$ cat src/rtl/ahb_decoder_if.sv
// AHB decoder bus bundle: master-side address/response signals, the
// one-hot slave selects, and the data-phase select to the read mux.
interface ahb_decoder_if;
    logic [31:0] haddr;
    logic [1:0]  htrans;
    logic        hreadyout_mux;
    logic        hresp_mux;
    logic        hsel_1;
    logic        hsel_2;
    logic        hsel_3;
    logic        hsel_4;
    logic [1:0]  sel;
    logic        hready;
    logic        hresp;

    // Bus master / read-mux side: drives address and slave responses.
    modport master (
        output haddr, htrans, hreadyout_mux, hresp_mux,
        input  hsel_1, hsel_2, hsel_3, hsel_4, sel, hready, hresp
    );

    // Decoder side.
    modport slave (
        input  haddr, htrans, hreadyout_mux, hresp_mux,
        output hsel_1, hsel_2, hsel_3, hsel_4, sel, hready, hresp
    );
endinterface

$ cat src/rtl/ahb_decoder.sv
// AHB address decoder with data-phase select register and a built-in
// default slave that answers unmapped transfers with a two-cycle ERROR.
module ahb_decoder #(
    parameter int                        DEC_MSB  = 31,
    parameter int                        DEC_LSB  = 28,
    parameter logic [DEC_MSB-DEC_LSB:0]  REGION_1 = 4'h0,
    parameter logic [DEC_MSB-DEC_LSB:0]  REGION_2 = 4'h1,
    parameter logic [DEC_MSB-DEC_LSB:0]  REGION_3 = 4'h2,
    parameter logic [DEC_MSB-DEC_LSB:0]  REGION_4 = 4'h3
) (
    input  logic              hclk,
    input  logic              hreset,
    ahb_decoder_if.slave      bus,
    output logic [7:0]        err_cnt
);

    typedef enum logic [1:0] {
        ST_IDLE  = 2'd0,
        ST_SLAVE = 2'd1,
        ST_ERR1  = 2'd2,
        ST_ERR2  = 2'd3
    } state_t;

    state_t                   r_state;
    state_t                   w_state_next;
    logic [1:0]               r_sel;
    logic [7:0]               r_err_cnt;

    logic [DEC_MSB-DEC_LSB:0] w_field;
    logic                     w_hit1, w_hit2, w_hit3, w_hit4;
    logic                     w_mapped;
    logic [1:0]               w_idx;
    logic                     w_active;
    logic                     w_hready;
    logic                     w_hresp;
    logic                     w_load_sel;

    assign w_field  = bus.haddr[DEC_MSB:DEC_LSB];
    assign w_hit1   = (w_field == REGION_1);
    assign w_hit2   = (w_field == REGION_2);
    assign w_hit3   = (w_field == REGION_3);
    assign w_hit4   = (w_field == REGION_4);
    assign w_mapped = w_hit1 | w_hit2 | w_hit3 | w_hit4;
    assign w_active = bus.htrans[1];

    // Encode the matching region into the data-phase mux index.
    always_comb begin
        w_idx = 2'b00;
        if (w_hit1)      w_idx = 2'b00;
        else if (w_hit2) w_idx = 2'b01;
        else if (w_hit3) w_idx = 2'b10;
        else if (w_hit4) w_idx = 2'b11;
    end

    // Response outputs by data-phase state, plus next-state selection.
    always_comb begin
        w_hready     = 1'b1;
        w_hresp      = 1'b0;
        w_state_next = r_state;
        w_load_sel   = 1'b0;
        case (r_state)
            ST_SLAVE: begin
                w_hready = bus.hreadyout_mux;
                w_hresp  = bus.hresp_mux;
            end
            ST_ERR1: begin
                w_hready = 1'b0;
                w_hresp  = 1'b1;
            end
            ST_ERR2: begin
                w_hready = 1'b1;
                w_hresp  = 1'b1;
            end
            default: begin
                w_hready = 1'b1;
                w_hresp  = 1'b0;
            end
        endcase

        if (r_state == ST_ERR1) begin
            w_state_next = ST_ERR2;
        end else if (w_hready) begin
            if (w_active && w_mapped) begin
                w_state_next = ST_SLAVE;
                w_load_sel   = 1'b1;
            end else if (w_active) begin
                w_state_next = ST_ERR1;
            end else begin
                w_state_next = ST_IDLE;
            end
        end
    end

    // State register.
    always_ff @(posedge hclk or posedge hreset) begin
        if (hreset) r_state <= ST_IDLE;
        else        r_state <= w_state_next;
    end

    // Data-phase select: loaded only on acceptance of a mapped transfer.
    always_ff @(posedge hclk or posedge hreset) begin
        if (hreset)          r_sel <= 2'b00;
        else if (w_load_sel) r_sel <= w_idx;
    end

    // Saturating count of default-slave ERROR responses (ERR1 entries).
    always_ff @(posedge hclk or posedge hreset) begin
        if (hreset)
            r_err_cnt <= '0;
        else if (w_state_next == ST_ERR1 && r_err_cnt != 8'hFF)
            r_err_cnt <= r_err_cnt + 8'd1;
    end

    assign bus.hsel_1 = w_hit1;
    assign bus.hsel_2 = w_hit2;
    assign bus.hsel_3 = w_hit3;
    assign bus.hsel_4 = w_hit4;
    assign bus.sel    = r_sel;
    assign bus.hready = w_hready;
    assign bus.hresp  = w_hresp;
    assign err_cnt    = r_err_cnt;

endmodule

$ cat src/flat_wrapper.sv
// flat-port wrapper written by rule: the top's interface ports become plain ports
module ahb_decoder_flat 
#(
    parameter int                        DEC_MSB  = 31,
    parameter int                        DEC_LSB  = 28,
    parameter logic [DEC_MSB-DEC_LSB:0]  REGION_1 = 4'h0,
    parameter logic [DEC_MSB-DEC_LSB:0]  REGION_2 = 4'h1,
    parameter logic [DEC_MSB-DEC_LSB:0]  REGION_3 = 4'h2,
    parameter logic [DEC_MSB-DEC_LSB:0]  REGION_4 = 4'h3
)
  (hclk, hreset, err_cnt, bus_haddr, bus_htrans, bus_hreadyout_mux, bus_hresp_mux, bus_hsel_1, bus_hsel_2, bus_hsel_3, bus_hsel_4, bus_sel, bus_hready, bus_hresp);
  ahb_decoder_if bus_i ();
  input  logic hclk;
  input  logic hreset;
  output logic [7:0] err_cnt;
  input wire logic [$bits(bus_i.haddr)-1:0] bus_haddr;
  input wire logic [$bits(bus_i.htrans)-1:0] bus_htrans;
  input wire logic [$bits(bus_i.hreadyout_mux)-1:0] bus_hreadyout_mux;
  input wire logic [$bits(bus_i.hresp_mux)-1:0] bus_hresp_mux;
  output wire logic [$bits(bus_i.hsel_1)-1:0] bus_hsel_1;
  output wire logic [$bits(bus_i.hsel_2)-1:0] bus_hsel_2;
  output wire logic [$bits(bus_i.hsel_3)-1:0] bus_hsel_3;
  output wire logic [$bits(bus_i.hsel_4)-1:0] bus_hsel_4;
  output wire logic [$bits(bus_i.sel)-1:0] bus_sel;
  output wire logic [$bits(bus_i.hready)-1:0] bus_hready;
  output wire logic [$bits(bus_i.hresp)-1:0] bus_hresp;
  assign bus_i.haddr = bus_haddr;
  assign bus_i.htrans = bus_htrans;
  assign bus_i.hreadyout_mux = bus_hreadyout_mux;
  assign bus_i.hresp_mux = bus_hresp_mux;
  assign bus_hsel_1 = bus_i.hsel_1;
  assign bus_hsel_2 = bus_i.hsel_2;
  assign bus_hsel_3 = bus_i.hsel_3;
  assign bus_hsel_4 = bus_i.hsel_4;
  assign bus_sel = bus_i.sel;
  assign bus_hready = bus_i.hready;
  assign bus_hresp = bus_i.hresp;
  ahb_decoder #(.DEC_MSB(DEC_MSB), .DEC_LSB(DEC_LSB), .REGION_1(REGION_1), .REGION_2(REGION_2), .REGION_3(REGION_3), .REGION_4(REGION_4)) u_core (.hclk(hclk), .hreset(hreset), .bus(bus_i), .err_cnt(err_cnt));
endmodule
$ cat config.mk
export PLATFORM = sky130hd
export DESIGN_NAME = ahb_decoder_flat
export DESIGN_NICKNAME = d
export VERILOG_FILES = /design/src/rtl/ahb_decoder_if.sv /design/src/rtl/ahb_decoder.sv /design/src/flat_wrapper.sv
export SDC_FILE = /design/constraint.sdc
export NUM_CORES = 1
export LEC_CHECK = 0
export ABC_AREA = 1
export BUFFER_PORTS_ARGS = -buffer_cell sky130_fd_sc_hd__buf_2
export CAP_MARGIN = 5
export CORE_MARGIN = 4
export CORE_UTILIZATION = 39
export DETAILED_ROUTE_END_ITERATION = 6
export PLACE_DENSITY = 0.76
export REMOVE_ABC_BUFFERS = 1
export SYNTH_ARGS = -nofsm -noshare
export SYNTH_HDL_FRONTEND = slang
export SYNTH_SLANG_ARGS = --single-unit
$ cat constraint.sdc
create_clock -name hclk -period 1.51 [get_ports hclk]
set_clock_uncertainty 0.2 [all_clocks]
set_input_delay 0 -clock hclk [delete_from_list [all_inputs] [get_ports hclk]]
set_output_delay 0 -clock hclk [all_outputs]
set_load 0.01 [all_outputs]
* After elaboration in Yosys (flattened, before gate mapping)
Index checks and enable logic that the tools add are counted.
** Storage, ports and cells
- Flip-flop bits (word level) :: 12
- Input bits :: 38
- Output and inout bits :: 16
- Word-level logic and storage cells :: 32
** Cells by class
- Add/sub/neg operators :: 1
- Equal/unequal tests :: 8
- Multiplexer cells :: 13
- Bitwise logic cells :: 3
- Reductions and logical operators :: 4
** Operators with widths (count)
- 2-bit 2-to-1 mux :: 8
- 8-bit by 1-bit adder with 8-bit output (second input constant) :: 1
- 4-bit by 2-bit == test with 1-bit output (second input constant) :: 2
- 8-bit inequality test (second input constant) :: 1
- 2-bit == test (second input constant) :: 3
- 4-bit by 1-bit == test with 1-bit output (second input constant) :: 1
- 4-bit logical NOT :: 1
- 1-bit case mux with 2 select lines :: 2
- 1-bit 2-to-1 mux :: 3
- 1-bit bitwise OR :: 3
- 2-bit by 1-bit == test with 1-bit output (second input constant) :: 1
- 1-bit logical AND :: 2
- 2-bit OR reduction :: 1

* Logic depth before layout (Yosys ltp)
- Word-level depth :: 10
- Depth in mapped cells :: 8
- Depth with buffers taken out :: 8

* Worst setup path before layout
No wires, ideal clock.
- Kind :: flip-flop to flip-flop
- Start point :: register u_core.r_err_cnt[0], in the netlist u_core.err_cnt[0]
- End point :: register u_core.r_err_cnt[3], in the netlist u_core.err_cnt[3]
- Arrival time :: 1.193 ns
- Data required time :: 1.245 ns
- Path slack :: 0.052 ns
- Cell stages (with the launch flop) :: 8
- Path buffers :: 0
- Period minus slack after synthesis :: 1.458 ns
- Cell sequence :: dfrtp_1 -> ha_1 -> nand3_2 -> nor2_4 -> inv_2 -> nand2_4 -> nand2_1 -> nand2_1
** On the way
- Longest elaborated chain between the ends :: 2
- Elaborated cells on any way between the ends :: 3
** RTL lines
- start: declaration :: RTL line ahb_decoder.sv:27 : logic [7:0] r_err_cnt;
- start signal: assignment :: RTL line ahb_decoder.sv:111 : r_err_cnt <= r_err_cnt + 8'd1;
- parallel branches: the longest is 2 deep, another holds 8-bit by 1-bit adder with 8-bit output
Several ways; the timed one is not identified.
A chain may end at the register's enable or synchronous reset.

* Worst setup path after layout
- Start point :: register u_core.r_err_cnt[1], in the netlist u_core.err_cnt[1]
- End point :: register u_core.r_err_cnt[3], in the netlist u_core.err_cnt[3]
The elaborated chain is that of the path after synthesis.

==> flow_summary.yaml <==
timing:
  finalSetupViolations: 0
  final.setup.tns_ps: 0
  rsz0062_at_grt: "false"
  slew_violations: 0
  max_freq_ghz: 0.713
  fin_crit_ps: 1400
  hold_viol_final: 0
  tightest_slew_ps: 460
  finalWorstSetupSlack_ps: 107
  period_share_pct: 92.9
  relSlewSlack_pct: 69.3
critical_path:
  worstPathArrival_ps: 1420
  r2r-start: "u_core.err_cnt[1]$_DFFE_PP0P_"
  r2r_cells: 7
  rrSetupSlack_ps: 110
  crit_buf_inv: 1
  cp_max_fo: 8
  crit_path_frequent_cell: "nand2_1"
  max_stage_delay_ps: 360
  slowest_stage: "dfrtp_1"
  crit_path_end_kind: "register"
  required_ps: 1520
  crit_chain: "ha_2 -> nand3_2 -> nor2_4 -> inv_2 -> nand2_4 -> nand2_1 -> nand2_1"
  reg2reg_to: "u_core.err_cnt[3]$_DFFE_PP0P_"
  path_class: "register to register"
  critPathLaunchType: "register"
  critPathTopFamily: "simple AND/OR/NAND/NOR gates"
logic_synthesis:
  avgSynthCellArea_um2: 6.96
  yosysWarnings: 0
  ys_types: 17
  synthSimpleGateAreaFrac_pct: 44.6
  synth_fa_ha_area_share_pct: 1.69
  synth_area_um2: 738
  synth_top_family_by_area: "simple AND/OR/NAND/NOR gates"
  synth.ff_latch_count: 12
  synthXorXnorAreaFrac_pct: 3.56
  synth-seq-area-share_pct: 40.7
  syn_inst: 106
  synthMuxAreaShare_pct: 0
  synth_compound_area_share_pct: 1.36
die:
  initial_core_util_pct: 41.8
  coreArea_um2: 1760
  die_height_um: 51.5
  io_pins: 54
  dieWidth_um: 51.5
  rows: 15
  die_area_um2: 2650
route:
  avgViaCountPerCell: 4.50
  drt_wl_total_um: 1660
  dr.pass1.iters: 4
  remaining_drc_errors: 0
  wl_per_cell_um: 9.93
  drt_iter0_drc: 16
  vias: 752
  final_antenna_net_count: 0
global_routing:
  grt_start_max_net_pins: 13
  antenna_found_initial: 0
  grt_pass1_vias: 691
  grt_util_all_layers_pct: 14.2
  overflow: 0
  grt_pass1_wl_um: 2880
final_layout:
  final_cell_mix: "49 x nand2_1, 24 x buf_2, 13 x inv_1, 12 x dfrtp_1, 7 x dlygate4sd3_1"
  nets: 183
  drive_above_1_share_pct: 28.9
  final_common_cell: "nand2_1"
  area_growth_pct: 36.1
  final_cells: 167
  fill_cells: 177
  diodes: 0
power:
  power.leakage_nw: 0.569
  p_seq_share_pct: 39.0
  p_clk_share_pct: 14.1
  ir_drop_mv: 0.778
  p_switching_w: 0.000597
  cellPowerDensity_nw_per_um2: 1390
  p_comb_share_pct: 46.9
  power_switching_share_pct: 42.7
  p_int_w: 0.000800
cts:
  clk_latency_ps: 270
  h-tree-depth: 1
  cts_sinks: 12
  numCtsBuffers: 3
  clk_pin_slew_ps: 70
  root_buffer: "clkbuf_4"
  cts_tree: "yes"
  clockBufferDepth: 2
place:
  io_buffers: 24
  pre_cts_slack_ps: 106
  place.gp.congestion: 0.787
  place_inst: 157
  dp_hpwl_um: 1230
hold_path:
  hold_path.class: "input pin to async pin"
run:
  drv_cap: 0
outcome:
  outcome: "completed"
-- timing repair --
item,CTS,global route
hold buffers,7,0
endpoints found under the setup margin,0,7
buffers inserted,0,0
hold endpoints to repair,16,0
resized for setup,0,2
-- power by group through the flow --
stage                     clock network (W)  registers, W  logic (W)
after global routing               0.000215      0.000563   0.000751
final                              0.000197      0.000544   0.000655
after floorplan                           0      0.000595   0.000338
after detailed placement                  0      0.000549   0.000639
after CTS                          0.000203      0.000543   0.000658
after global placement                    0      0.000543   0.000618
-- per-stage QoR --
step	instance area [um2]	utilization, %	total power (W)	hold slack (ps)
global placement	905	51.3	0.00116	-166
floorplan	738	-	0.000933	-335
global route	1000	57.0	0.00153	104
detailed placement	905	51.3	0.00119	-162
CTS	997	56.5	0.00140	79.3
finish	1000	57.0	0.00140	74.6
-- worst register-to-register path, stage by stage, from the launching register on --
cell	delay, ps
dfrtp_1	360
ha_2	210
nand3_2	120
nor2_4	170
inv_2	60
nand2_4	110
nand2_1	70
nand2_1	60
-- worst max-delay path by stage --
stage | from | endpoint | slack [ps] | cells after the start
final | u_core.err_cnt[1]$_DFFE_PP0P_ | u_core.err_cnt[3]$_DFFE_PP0P_ | 110 | 7
after global routing | bus_haddr[31] | bus_hsel_4 | 10 | 6
after CTS | bus_haddr[31] | bus_hsel_3 | 80 | 6
after detailed placement | u_core.err_cnt[1]$_DFFE_PP0P_ | u_core.err_cnt[3]$_DFFE_PP0P_ | 110 | 7
after global placement | u_core.err_cnt[0]$_DFFE_PP0P_ | u_core.err_cnt[0]$_DFFE_PP0P_ | 130 | 6
after floorplan | u_core.err_cnt[0]$_DFFE_PP0P_ | u_core.err_cnt[3]$_DFFE_PP0P_ | 50 | 7
-- layout make-up --
| class | count | area (um2) | share of cell area (%) |
|---|---|---|---|
| inverters | 16 | 60.1 | 5.98 |
| clock buffers | 3 | 22.5 | 2.24 |
| flip-flops and latches | 12 | 300 | 29.9 |
| multi-input cells | 78 | 385 | 38.4 |
| repair buffers | 33 | 205 | 20.4 |
| well taps | 25 | 31.3 | 3.11 |
-- kinds of logic after synthesis --
logic type	after synthesis
buf+inv	16
flops	12
xor+xnor	3
fa+ha+maj	1
compound gates	2
simple gates	72
-- cells in the mapped netlist --
cell type	instances	area [um2]
dfrtp_1	12	300
ha_1	1	12.5
inv_1	13	48.8
inv_2	3	11.3
nand2_1	49	184
nand2_4	1	11.3
nand3_1	5	25.0
nand3_2	2	20.0
nand4_1	2	12.5
nor2_1	4	15.0
nor2_2	3	18.8
nor2_4	2	22.5
nor3_1	4	20.0
o21ai_0	1	5.00
o21ai_1	1	5.00
xnor2_1	1	8.76
xor2_1	2	17.5
-- state kept, by name, summed over array words and instances, names as in the netlist --
register,count
u_core.bus.sel,2
u_core.err_cnt,8
u_core.r_state,2
-- routing by layer --
layer	part of all wire, %	up-vias	global-route usage (%)
met3	4.2	4	2.01
li1	-	394	-
met4	1.7	0	6.55
met5	0	-	0
met2	50	21	23.3
met1	44	333	18.4
Power figures use the tool's default switching activity.
